$ cat src/rtl/multicycle_control.sv
// rtl/multicycle_control.sv - multi-cycle MIPS control FSM with memory watchdog
// Optional JUMP_EN macro adds the j instruction (opcode 000010) and its JUMP state.
module multicycle_control #(
  parameter int MEM_TIMEOUT     = 16,
  parameter bit TRAP_ON_ILLEGAL = 1'b1
) (
  input  logic       clk,
  input  logic       rst_n,
  input  logic [5:0] opcode,
  input  logic       zero,
  input  logic       mem_ready,
  output logic       pc_write,
  output logic [1:0] pc_src,
  output logic       i_or_d,
  output logic       mem_read,
  output logic       mem_write,
  output logic       ir_write,
  output logic       reg_write,
  output logic       reg_dst,
  output logic       mem_to_reg,
  output logic       ALU_src_a,
  output logic [1:0] ALU_src_b,
  output logic [1:0] ALU_op,
  output logic [3:0] state_out,
  output logic       instr_retired,
  output logic       illegal,
  output logic       bus_error
);

  localparam logic [3:0] S_FETCH     = 4'd0;
  localparam logic [3:0] S_DECODE    = 4'd1;
  localparam logic [3:0] S_MEM_ADDR  = 4'd2;
  localparam logic [3:0] S_MEM_READ  = 4'd3;
  localparam logic [3:0] S_MEM_WB    = 4'd4;
  localparam logic [3:0] S_MEM_WRITE = 4'd5;
  localparam logic [3:0] S_R_EXEC    = 4'd6;
  localparam logic [3:0] S_R_WB      = 4'd7;
  localparam logic [3:0] S_BRANCH    = 4'd8;
  localparam logic [3:0] S_ADDI_EXEC = 4'd9;
  localparam logic [3:0] S_ADDI_WB   = 4'd10;
`ifdef JUMP_EN
  localparam logic [3:0] S_JUMP      = 4'd11;
  localparam logic [5:0] OP_J        = 6'b000010;
`endif
  localparam logic [3:0] S_TRAP      = 4'd15;

  localparam logic [5:0] OP_RTYPE = 6'b000000;
  localparam logic [5:0] OP_LW    = 6'b100011;
  localparam logic [5:0] OP_SW    = 6'b101011;
  localparam logic [5:0] OP_BEQ   = 6'b000100;
  localparam logic [5:0] OP_ADDI  = 6'b001000;

  localparam int              CW        = (MEM_TIMEOUT > 0) ? $clog2(MEM_TIMEOUT + 1) : 1;
  localparam logic [CW-1:0]   CNT_MAX   = '1;
  localparam logic [CW-1:0]   CNT_LIMIT = CW'(MEM_TIMEOUT - 1);

  logic [3:0]    state_q, state_d;
  logic [CW-1:0] wait_cnt_q, wait_cnt_d;
  logic          illegal_q, illegal_d;
  logic          bus_error_q, bus_error_d;
  logic          op_illegal;
  logic          wd_expire;
  logic          in_mem_wait;

  always_comb begin
    op_illegal = 1'b1;
    case (opcode)
      OP_RTYPE, OP_LW, OP_SW, OP_BEQ, OP_ADDI: op_illegal = 1'b0;
`ifdef JUMP_EN
      OP_J:                                    op_illegal = 1'b0;
`endif
      default:                                 op_illegal = 1'b1;
    endcase
  end

  assign in_mem_wait = (state_q == S_FETCH) || (state_q == S_MEM_READ) || (state_q == S_MEM_WRITE);
  // ready on the limit cycle still completes the handshake
  assign wd_expire   = (MEM_TIMEOUT != 0) && in_mem_wait && !mem_ready && (wait_cnt_q == CNT_LIMIT);

  always_comb begin
    state_d     = state_q;
    illegal_d   = illegal_q;
    bus_error_d = bus_error_q;
    case (state_q)
      S_FETCH, S_MEM_READ, S_MEM_WRITE: begin
        if (mem_ready) begin
          state_d = (state_q == S_FETCH)    ? S_DECODE :
                    (state_q == S_MEM_READ) ? S_MEM_WB : S_FETCH;
        end else if (wd_expire) begin
          state_d     = S_TRAP;
          bus_error_d = 1'b1;
        end
      end
      S_DECODE: begin
        if (op_illegal) begin
          if (TRAP_ON_ILLEGAL) begin
            state_d   = S_TRAP;
            illegal_d = 1'b1;
          end else begin
            state_d = S_FETCH;
          end
        end else begin
          case (opcode)
            OP_RTYPE:     state_d = S_R_EXEC;
            OP_LW, OP_SW: state_d = S_MEM_ADDR;
            OP_BEQ:       state_d = S_BRANCH;
            OP_ADDI:      state_d = S_ADDI_EXEC;
`ifdef JUMP_EN
            OP_J:         state_d = S_JUMP;
`endif
            default:      state_d = S_TRAP;
          endcase
        end
      end
      S_MEM_ADDR:  state_d = (opcode == OP_SW) ? S_MEM_WRITE : S_MEM_READ;
      S_R_EXEC:    state_d = S_R_WB;
      S_ADDI_EXEC: state_d = S_ADDI_WB;
      S_MEM_WB, S_R_WB, S_BRANCH, S_ADDI_WB: state_d = S_FETCH;
`ifdef JUMP_EN
      S_JUMP:      state_d = S_FETCH;
`endif
      S_TRAP:      state_d = S_TRAP;
      default:     state_d = S_TRAP;
    endcase

    wait_cnt_d = wait_cnt_q;
    if (state_d != state_q) begin
      wait_cnt_d = '0;
    end else if (in_mem_wait && !mem_ready && (wait_cnt_q != CNT_MAX)) begin
      wait_cnt_d = wait_cnt_q + 1'b1;
    end
  end

  always_ff @(posedge clk or negedge rst_n) begin
    if (!rst_n) begin
      state_q     <= S_FETCH;
      wait_cnt_q  <= '0;
      illegal_q   <= 1'b0;
      bus_error_q <= 1'b0;
    end else begin
      state_q     <= state_d;
      wait_cnt_q  <= wait_cnt_d;
      illegal_q   <= illegal_d;
      bus_error_q <= bus_error_d;
    end
  end

  // outputs are held at 0 for as long as reset is asserted
  always_comb begin
    pc_write      = 1'b0;
    pc_src        = 2'b00;
    i_or_d        = 1'b0;
    mem_read      = 1'b0;
    mem_write     = 1'b0;
    ir_write      = 1'b0;
    reg_write     = 1'b0;
    reg_dst       = 1'b0;
    mem_to_reg    = 1'b0;
    ALU_src_a     = 1'b0;
    ALU_src_b     = 2'b00;
    ALU_op        = 2'b00;
    instr_retired = 1'b0;
    if (rst_n) begin
      case (state_q)
        S_FETCH: begin
          mem_read  = 1'b1;
          ALU_src_b = 2'b01;
          ir_write  = mem_ready;
          pc_write  = mem_ready;
        end
        S_DECODE: begin
          ALU_src_b     = 2'b11;
          instr_retired = op_illegal && !TRAP_ON_ILLEGAL;
        end
        S_MEM_ADDR: begin
          ALU_src_a = 1'b1;
          ALU_src_b = 2'b10;
        end
        S_MEM_READ: begin
          mem_read = 1'b1;
          i_or_d   = 1'b1;
        end
        S_MEM_WB: begin
          reg_write     = 1'b1;
          mem_to_reg    = 1'b1;
          instr_retired = 1'b1;
        end
        S_MEM_WRITE: begin
          mem_write     = 1'b1;
          i_or_d        = 1'b1;
          instr_retired = mem_ready;
        end
        S_R_EXEC: begin
          ALU_src_a = 1'b1;
          ALU_op    = 2'b10;
        end
        S_R_WB: begin
          reg_write     = 1'b1;
          reg_dst       = 1'b1;
          instr_retired = 1'b1;
        end
        S_BRANCH: begin
          ALU_src_a     = 1'b1;
          ALU_op        = 2'b01;
          pc_src        = 2'b01;
          pc_write      = zero;
          instr_retired = 1'b1;
        end
        S_ADDI_EXEC: begin
          ALU_src_a = 1'b1;
          ALU_src_b = 2'b10;
        end
        S_ADDI_WB: begin
          reg_write     = 1'b1;
          instr_retired = 1'b1;
        end
`ifdef JUMP_EN
        S_JUMP: begin
          pc_write      = 1'b1;
          pc_src        = 2'b10;
          instr_retired = 1'b1;
        end
`endif
        default: ;
      endcase
    end
  end

  assign state_out = rst_n ? state_q : 4'd0;
  assign illegal   = illegal_q;
  assign bus_error = bus_error_q;

endmodule

$ cat config.mk
export PLATFORM = sky130hd
export DESIGN_NAME = multicycle_control
export DESIGN_NICKNAME = d
export VERILOG_FILES = /design/src/rtl/multicycle_control.sv
export SDC_FILE = /design/constraint.sdc
export NUM_CORES = 1
export LEC_CHECK = 0
export BUFFER_PORTS_ARGS = -buffer_cell sky130_fd_sc_hd__buf_2
export CAP_MARGIN = 15
export CORE_MARGIN = 3
export CORE_UTILIZATION = 51
export DETAILED_ROUTE_END_ITERATION = 8
export PLACE_DENSITY = 0.79
export SLEW_MARGIN = 20
export SYNTH_ARGS = -nofsm -noshare
export SYNTH_HDL_FRONTEND = slang
export SYNTH_SLANG_ARGS = --single-unit
$ cat constraint.sdc
create_clock -name clk -period 2.65 [get_ports clk]
set_input_delay 0.53 -clock clk [delete_from_list [all_inputs] [get_ports clk]]
set_output_delay 0.53 -clock clk [all_outputs]
set_load 0.05 [all_outputs]
# After elaboration in Yosys (flattened, before gate mapping)
# Cells that the tools add are included.
[totals]
regBits = 11
in_bits = 10
out_inout_bits = 22
[op_classes]
n_addsub = 1
eq_ne = 17
mux = 37
n_bitwise = 2
n_reduce_logical = 20
[ops]
columns = ["op", "n"]
rows = [
  ["one-hot mux 4 bit (6 select lines)", 1],
  ["two-way mux 1 bit", 20],
  ["equality test 4 x 3 -> 1 bit (second input constant)", 4],
  ["two-way mux 4 bit", 4],
  ["one-hot mux 4 bit (4 select lines)", 1],
  ["equality test 4 bit (second input constant)", 3],
  ["equality test 6 bit (second input constant)", 2],
  ["two-way mux 5 bit", 2],
  ["two-way mux 3 bit", 3],
  ["equality test 4 x 2 -> 1 bit (second input constant)", 2],
  ["OR reduction 2 bit", 4],
  ["OR reduction 4 bit", 2],
  ["equality test 6 x 3 -> 1 bit (second input constant)", 1],
  ["equality test 6 x 4 -> 1 bit (second input constant)", 1],
  ["zero test 6 bit", 1],
  ["one-hot mux 2 bit (3 select lines)", 1],
  ["OR reduction 3 bit", 2],
  ["adder 5 x 1 -> 5 bit (second input constant)", 1],
  ["equality test 5 x 4 -> 1 bit (second input constant)", 1],
  ["!= test 5 bit (second input constant)", 1],
  ["OR reduction 5 bit", 1],
  ["equality test 4 x 1 -> 1 bit (second input constant)", 1],
  ["zero test 4 bit", 1],
  ["two-way mux 2 bit", 2],
  ["10 further kinds", 15],
]

# Logic depth before layout (Yosys ltp)
# Gate-level depths: netlist of the first run.
[depth]
word_depth = 10
ltp_mapped = 9
ltp_nobuf = 9

# Worst setup path before layout of the first run
# Ideal clock, no wire load.
[synth_timing]
kind = "register to output"
from = "reg state_q[0]"
to = "out pc_write"
t_arrival_ns = 3.314
path_slack_ns = -1.194
stages_incl_launch_ff = 6
path_buffers = 3
cell_sequence = "dfrtp_1 -> buf_4 -> clkbuf_1 -> buf_1 -> nor4b_1 -> a21o_1"
[synth_between]
elab_chain_len = 3
[synth_lines]
columns = ["element", "line_no", "rtl"]
rows = [
  ["from (decl)", "57", "logic [3:0] state_q, state_d;"],
  ["from (signal assigned)", "141", "state_q <= state_d;"],
  ["equality test 4 bit or zero test 4 bit (tied branches)", "164", "case (state_q)"],
  ["one-hot mux 1 bit (2 select lines) (*)", "164", ""],
  ["two-way mux 1 bit (*)", "163", "if (rst_n) begin"],
  ["to (decl)", "12", "output logic pc_write,"],
]
# Mark *: on every way between the ends. The rest lies on a longest branch, timed or not.

# Final worst setup path of the first run
[layout_timing]
from = "reg state_q[3]"
to = "out pc_write"
# Same word-level chain as after synthesis.

==> results by group, run 1 <==
Status
  – Status: complete, no violations

Synth
  – Simple-gate area share of the yosys netlist: roughly two fifths
  – Synthesized flop and latch total: 11
  – XOR/XNOR share of the synthesized area: 4.68%
  – Largest family of logic cells by synthesized area: simple AND/OR/NAND/NOR gates
  – Cells after Synth: ~150
  – Synth unique cells: 50
  – Sequential area share after synthesis: 24.5%
  – Adder-cell area share of the yosys netlist: 3.34%
  – Mux cell area share after synthesis: 2.68%
  – Synth area leaders: dfrtp_1, nor2_1, ha_1
  – Mapped Nets: 160
  – Synthesized area: 1120 µm²
  – Count leader, synth: nor2_1
  – Compound-gate portion of the synthesized area: 18.5%
  – Synth warn: 0
  – Largest area contributor in the netlist: dfrtp_1
  – Share of the synthesized area in the top cell type: between 20% and 30%
  – Async SR Flop Fraction: 100%
  – Post-synth top cells: nor2_1, dfrtp_1, nand2_1, inv_1, nand3_1
  – Syn_area_per_cell: 7.63 µm²
  – Number of synthesized flops with an enable pin: 0
  – Synth Flop Type: dfrtp_1

Power
  – Pwr dens: approximately 270 nW/µm²
  – Leak Pwr: approximately 0.65 nW
  – Peak VDD IR: between 0.3 and 0.4 mV

Cells and area
  – Final Cell Area: 1380 µm²
  – Filler cells: 180
  – Diodes inserted: 0
  – Flip-flop and latch area: 277 µm²
  – Layout cell share with drive strength beyond 1: 34.1%
  – Final #Nets: 190
  – Area of the multi-input gates: 816 µm²
  – Final Util: ~68%
  – Area grow syn2layout: 22.7%

Detailed routing
  – Vias: around 1200
  – Drt drc: 0
  – DRT Wirelength: 3020 µm
  – Vias per Instance: roughly 5.7
  – DR iter-0 viols: 31
  – WL/cell: 14.9 µm
  – Routed Antenna Nets: 0
  – Drt pass-1 iters: 4

STA
  – Fin crit period: 2490 ps
  – Hold Fails Final Rpt: 0
  – Final Setup Violations: 0
  – Count of pins over their slew limit: 0
  – RSZ-0062 raised after global routing: no
  – Period utilization: 94.1%
  – Maximum clock frequency: 401 MHz
  – Final TNS setup: 0 ps
  – Worst-Margin Slew: 548 ps
  – Slew headroom: 63.5%
  – Final Skew: 1.55 ps

Global routing
  – Gr ovfl total: 0
  – All-layer global routing usage: 23.8%
  – Wire length of the first global-routing pass: 5000 µm
  – Initial antenna violation count: 0
  – Largest net degree at the start of global routing: 20
  – Vias in the first global route: 1137

Placed design
  – HPWL Detailed: 2380 µm
  – IO buf count: 30
  – Area after DPL: 1350 µm²
  – Gp weighted congestion: 0.875

Setup path
  – Crit. End Element: output port
  – Max FO, Critical Path: 17
  – Slowest CP cell: dfrtp_1
  – CP Launch Type: flop
  – CP Class: flop to output port
  – Critical Path RT: approximately 2100 ps
  – Crit-path max cell delay: 690 ps
  – Crit path cell chain: nand2b_1 > nor4b_4 > a21o_1 > buf_2
  – Worst Path Arrival: 1960 ps

Clock network
  – H-tree depth: 1
  – Post-CTS Setup Inserts: 0
  – Sink Count: 11
  – Num CTS Buffers: 3
  – Clock Path Buffers: 2
  – Reg clk slew, reported paths: 70 ps
  – CTS root buf: clkbuf_4
  – CTS tree: done
  – Worst-Skew Late Latency: 270 ps

Die
  – Die height: 52.9 µm
  – Rows: 16
  – Initial Util: approximately 56%
  – Width of the die: ~53 µm
  – Top-level port count: 32
  – Full die area: 2800 µm²
  – Core Area: 2020 µm²

Worst hold path
  – Worst Hold Class: input pin to async pin

Run
  – Max cap viols: 0
worst paths after layout:
check                                     startpoint                   endpoint  slack (ps)  cells after the start
max                             state_q[3]$_DFF_PN0_                   pc_write         160                      4
min in group clk               bus_error$_DFFE_PN0P_      bus_error$_DFFE_PN0P_         470                      1
max in group asynchronous                      rst_n       state_q[2]$_DFF_PN0_        2230                      2
min reg2reg                    bus_error$_DFFE_PN0P_      bus_error$_DFFE_PN0P_         470                      1
min                                            rst_n       state_q[2]$_DFF_PN0_         220                      2
max reg2reg                wait_cnt_q[0]$_DFFE_PN0P_  wait_cnt_q[0]$_DFFE_PN0P_         220                      9
layout make-up:
class / count / area share [%]
Clock buffer: 4 / 1.91
Multi-Input combinational cell: 118 / 59.2
Sequential cell: 11 / 20.1
Tap cell: 27 / 2.45
Inverter: 7 / 2.18
Timing Repair Buffer: 36 / 14.2
timing repair:
item / 4_1_cts / 5_1_grt
hold buffers: 0 / 0
setup endpoints to repair: 0 / 1
endpoints found under the hold margin: 0 / 0
resized for setup: 0 / 1
where the power goes:
| group | internal, W | switching [W] | leakage (nW) |
|---|---|---|---|
| sequential | 0.000170 | 0.00000398 | 0.128 |
| clock | 0.0000584 | 0.0000559 | 0.0150 |
| combinational | 0.0000239 | 0.0000540 | 0.511 |
| total | 0.000252 | 0.000114 | 0.654 |
cells by family after synthesis:
logic type	count (synthesis)
other	1
XOR/XNOR	6
AND/OR/NAND/NOR	78
adder cells (fa/ha/maj)	3
flip-flops	11
AO/OA/AOI/OAI	27
multiplexers	3
buffers and inverters	18
routing by layer:
layer  up-vias  track usage, %  share of wire (%)
met5         -               0                  0
met4         0            8.51                1.6
met3         6            3.38                4.1
met2        27            42.8                 53
met1       556            28.4                 41
li1        570               -                  -
worst max-delay path, delay by kind of cell (launching register included):
family / cells / cell delay [ps]
flops: 1 / 690
simple gates: 2 / 600
buf+inv: 1 / 250
compound gates: 1 / 150
placed cells by master, fill, tap and decap left out, types with 4 or more instances in the layout:
| cell type | count |
|---|---|
| buf_2 | 30 |
| nor2_1 | 27 |
| dfrtp_1 | 10 |
| nand2_1 | 9 |
| inv_1 | 6 |
| nand3_1 | 6 |
| buf_4 | 6 |
| o21ai_0 | 5 |
| nand2b_1 | 4 |
| a21oi_1 | 4 |
state kept, by name, summed over array words and instances (netlist names):
register	flops
illegal	1
wait_cnt_q	5
bus_error	1
state_q	4
metrics by stage:
| stage | setup slack, ps | instances | power [W] | hold WS [ps] |
|---|---|---|---|---|
| finish | 155 | 203 | 0.000366 | 216 |
| global route | 33.2 | 203 | 0.000387 | 212 |
| CTS | 119 | 203 | 0.000369 | 211 |
| detailed placement | 256 | 199 | 0.000254 | 454 |
| global placement | 379 | 199 | 0.000251 | 447 |
| floorplan | -247 | 147 | 0.000228 | 234 |
No activity file was read; power rests on OpenSTA's default activity.
==> run 2, diff against run 1 <==
- REMOVE_ABC_BUFFERS: not set -> 1
==> run 2 against run 1 <==
Effect of this change: clock skew shrank 1.2 ps; maximum frequency is 2.3% lower; cell count shrank 0.49%; clock power about the same; register-to-register slack improved by 50 ps; sequential power hardly changed; wire length decreased by 7.0%; global-route usage fell by 1.6 points; final area decreased by 3.9%; setup slack worse by 58 ps; largest cell class unchanged; via count shrank 2.0%; total power shrank 1.9%.
==> results by group, run 2 (synthesis results as in run 1) <==
Status
  – Status: complete, no violations

Setup path
  – Crit. End Element: output port
  – Worst Path Arrival: 2020 ps (+60 ps)
  – Critical Path RT: 2120 ps (about the same)
  – Max FO, Critical Path: 15 (-2)
  – CP Class: flop to output port
  – CP Launch Type: flop

Die
  – Full die area: 2800 µm² (unchanged)
  – Core Area: 2020 µm² (unchanged)
  – Width of the die: 52.9 µm (unchanged)
  – Initial Util: 55.5% (unchanged)
  – Rows: 16 (unchanged)
  – Top-level port count: 32 (unchanged)
  – Die height: 52.9 µm (unchanged)

Worst hold path
  – Worst Hold Class: input pin to async pin

Detailed routing
  – WL/cell: 13.9 µm (-6.5%)
  – Vias per Instance: 5.62 (-1.5%)
  – Drt drc: 0 (unchanged)
  – DR iter-0 viols: 30 (-3.2%)
  – Drt pass-1 iters: 4 (unchanged)
  – DRT Wirelength: 2810 µm (-7.0%)
  – Routed Antenna Nets: 0 (unchanged)
  – Vias: 1136 (-2.0%)

STA
  – Worst-Margin Slew: 535 ps (-12.6 ps)
  – Maximum clock frequency: 392 MHz (-2.3%)
  – Fin crit period: 2550 ps (+58.3 ps)
  – Final TNS setup: 0 ps (unchanged)
  – Period utilization: 96.3% (+2.2 points)
  – Hold_ws: 104 ps (-112 ps)
  – Final WS setup: 96.9 ps (-58.3 ps)
  – Hold Fails Final Rpt: 0 (unchanged)
  – RSZ-0062 raised after global routing: no
  – Slew headroom: 64.3% (+0.84 points)
  – Count of pins over their slew limit: 0 (unchanged)
  – Final Setup Violations: 0 (unchanged)
  – Final Skew: 0.366 ps (-1.19 ps)

Cells and area
  – Regs by FF count: wait_cnt_q: 5 flops, state_q: 4 flops
  – Final Util: 65.5% (-2.7 points)
  – Commonest cells after routing, fill and taps aside: buf_2, nor2_1, dfrtp_1
  – Layout cell share with drive strength beyond 1: 29.1% (-4.9 points)
  – Area grow syn2layout: 17.9%
  – Top reg by flops: wait_cnt_q
  – Most common cell after layout, fill and taps aside: buf_2
  – Final #Nets: 189 (-0.53%)
  – Filler cells: 180 (unchanged)
  – Max reg flops: 5 (unchanged)
  – Diodes inserted: 0 (unchanged)

Clock network
  – Sink Count: 11 (unchanged)
  – Reg clk slew, reported paths: 60 ps (about the same)
  – Num CTS Buffers: 3 (unchanged)
  – H-tree depth: 1 (unchanged)
  – Cts hold-fix bufs: 0 (unchanged)
  – CTS tree: done
  – Worst-Skew Late Latency: 260 ps (about the same)
  – CTS root buf: clkbuf_4
  – Clock Path Buffers: 2 (unchanged)

Power
  – Leak Pwr: 0.634 nW (-3.0%)
  – Peak VDD IR: 0.371 mV (+23%)
  – Pwr dens: 271 nW/µm² (+2.1%)
  – Tot Pwr: 0.000359 W (-1.9%)

Global routing
  – Vias in the first global route: 1092 (-4.0%)
  – Initial antenna violation count: 0 (unchanged)
  – Wire length of the first global-routing pass: 4570 µm (-8.6%)
  – Largest net degree at the start of global routing: 20 (unchanged)
  – All-layer global routing usage: 22.2% (-1.6 points)
  – Gr ovfl total: 0 (unchanged)

Placed design
  – HPWL Detailed: 2220 µm (-6.4%)
  – Gp weighted congestion: 0.810 (-7.5%)
  – Pre-CTS setup slack: 275 ps (+18.2 ps)
  – IO buf count: 30 (unchanged)

Run
  – Max cap viols: 0 (unchanged)
## run 2: cell count changes in the layout (fill, tap and decap cells not counted), sizes merged
| cell | change |
|---|---|
| buf | -1 |
| inv | +1 |
| clkinvlp | -1 |
## run 2: what timing repair did
action,4_1_cts,5_1_grt
buffers inserted,0,0
setup endpoints to repair,0,2
resized for setup,0,2
## run 2: power by group
| part | internal (W) | leakage, nW | switching [W] |
|---|---|---|---|
| clock network | 0.0000583 | 0.0150 | 0.0000531 |
| registers | 0.000170 | 0.128 | 0.00000397 |
| logic | 0.0000227 | 0.491 | 0.0000511 |
| total | 0.000250 | 0.634 | 0.000108 |
## run 2: final timing paths
path | cells past startpoint | startpoint | end | slack [ps]
min reg2reg | 1 | illegal$_DFFE_PN0P_ | illegal$_DFFE_PN0P_ | 460
max in group asynchronous | 2 | rst_n | state_q[0]$_DFF_PN0_ | 2150
min | 1 | rst_n | state_q[1]$_DFF_PN0_ | 100
max reg2reg | 9 | wait_cnt_q[0]$_DFFE_PN0P_ | wait_cnt_q[1]$_DFFE_PN0P_ | 270
min in group clk | 1 | illegal$_DFFE_PN0P_ | illegal$_DFFE_PN0P_ | 460
max | 5 | state_q[1]$_DFF_PN0_ | instr_retired | 100
## run 2: layout make-up
type	instances	area (µm²)	area share [%]
multi-input cells	118	773	58.4
flip-flops and latches	11	277	20.9
inverters	7	26.3	1.98
repair buffers	35	188	14.2
clock buffers	4	26.3	1.98
well taps	27	33.8	2.55
## run 2: layer usage
metal	GRT usage (%)	wire, µm
met2	38.2	1450
met4	6.81	35
met3	7.04	128
met1	26.0	1190
met5	0	0
## run 2: stage by stage
stage	area, µm²	instances
finish	1320	202
global route	1320	202
CTS	1320	202
detailed placement	1290	198
global placement	1290	198
floorplan	1070	136
## run 2: worst max-delay path, cell delays in order, from the launching register on
cell and delay (ps):
dfrtp_1 680, xor2_1 320, nor3b_1 90, o21a_1 210, a211o_1 250, buf_2 210
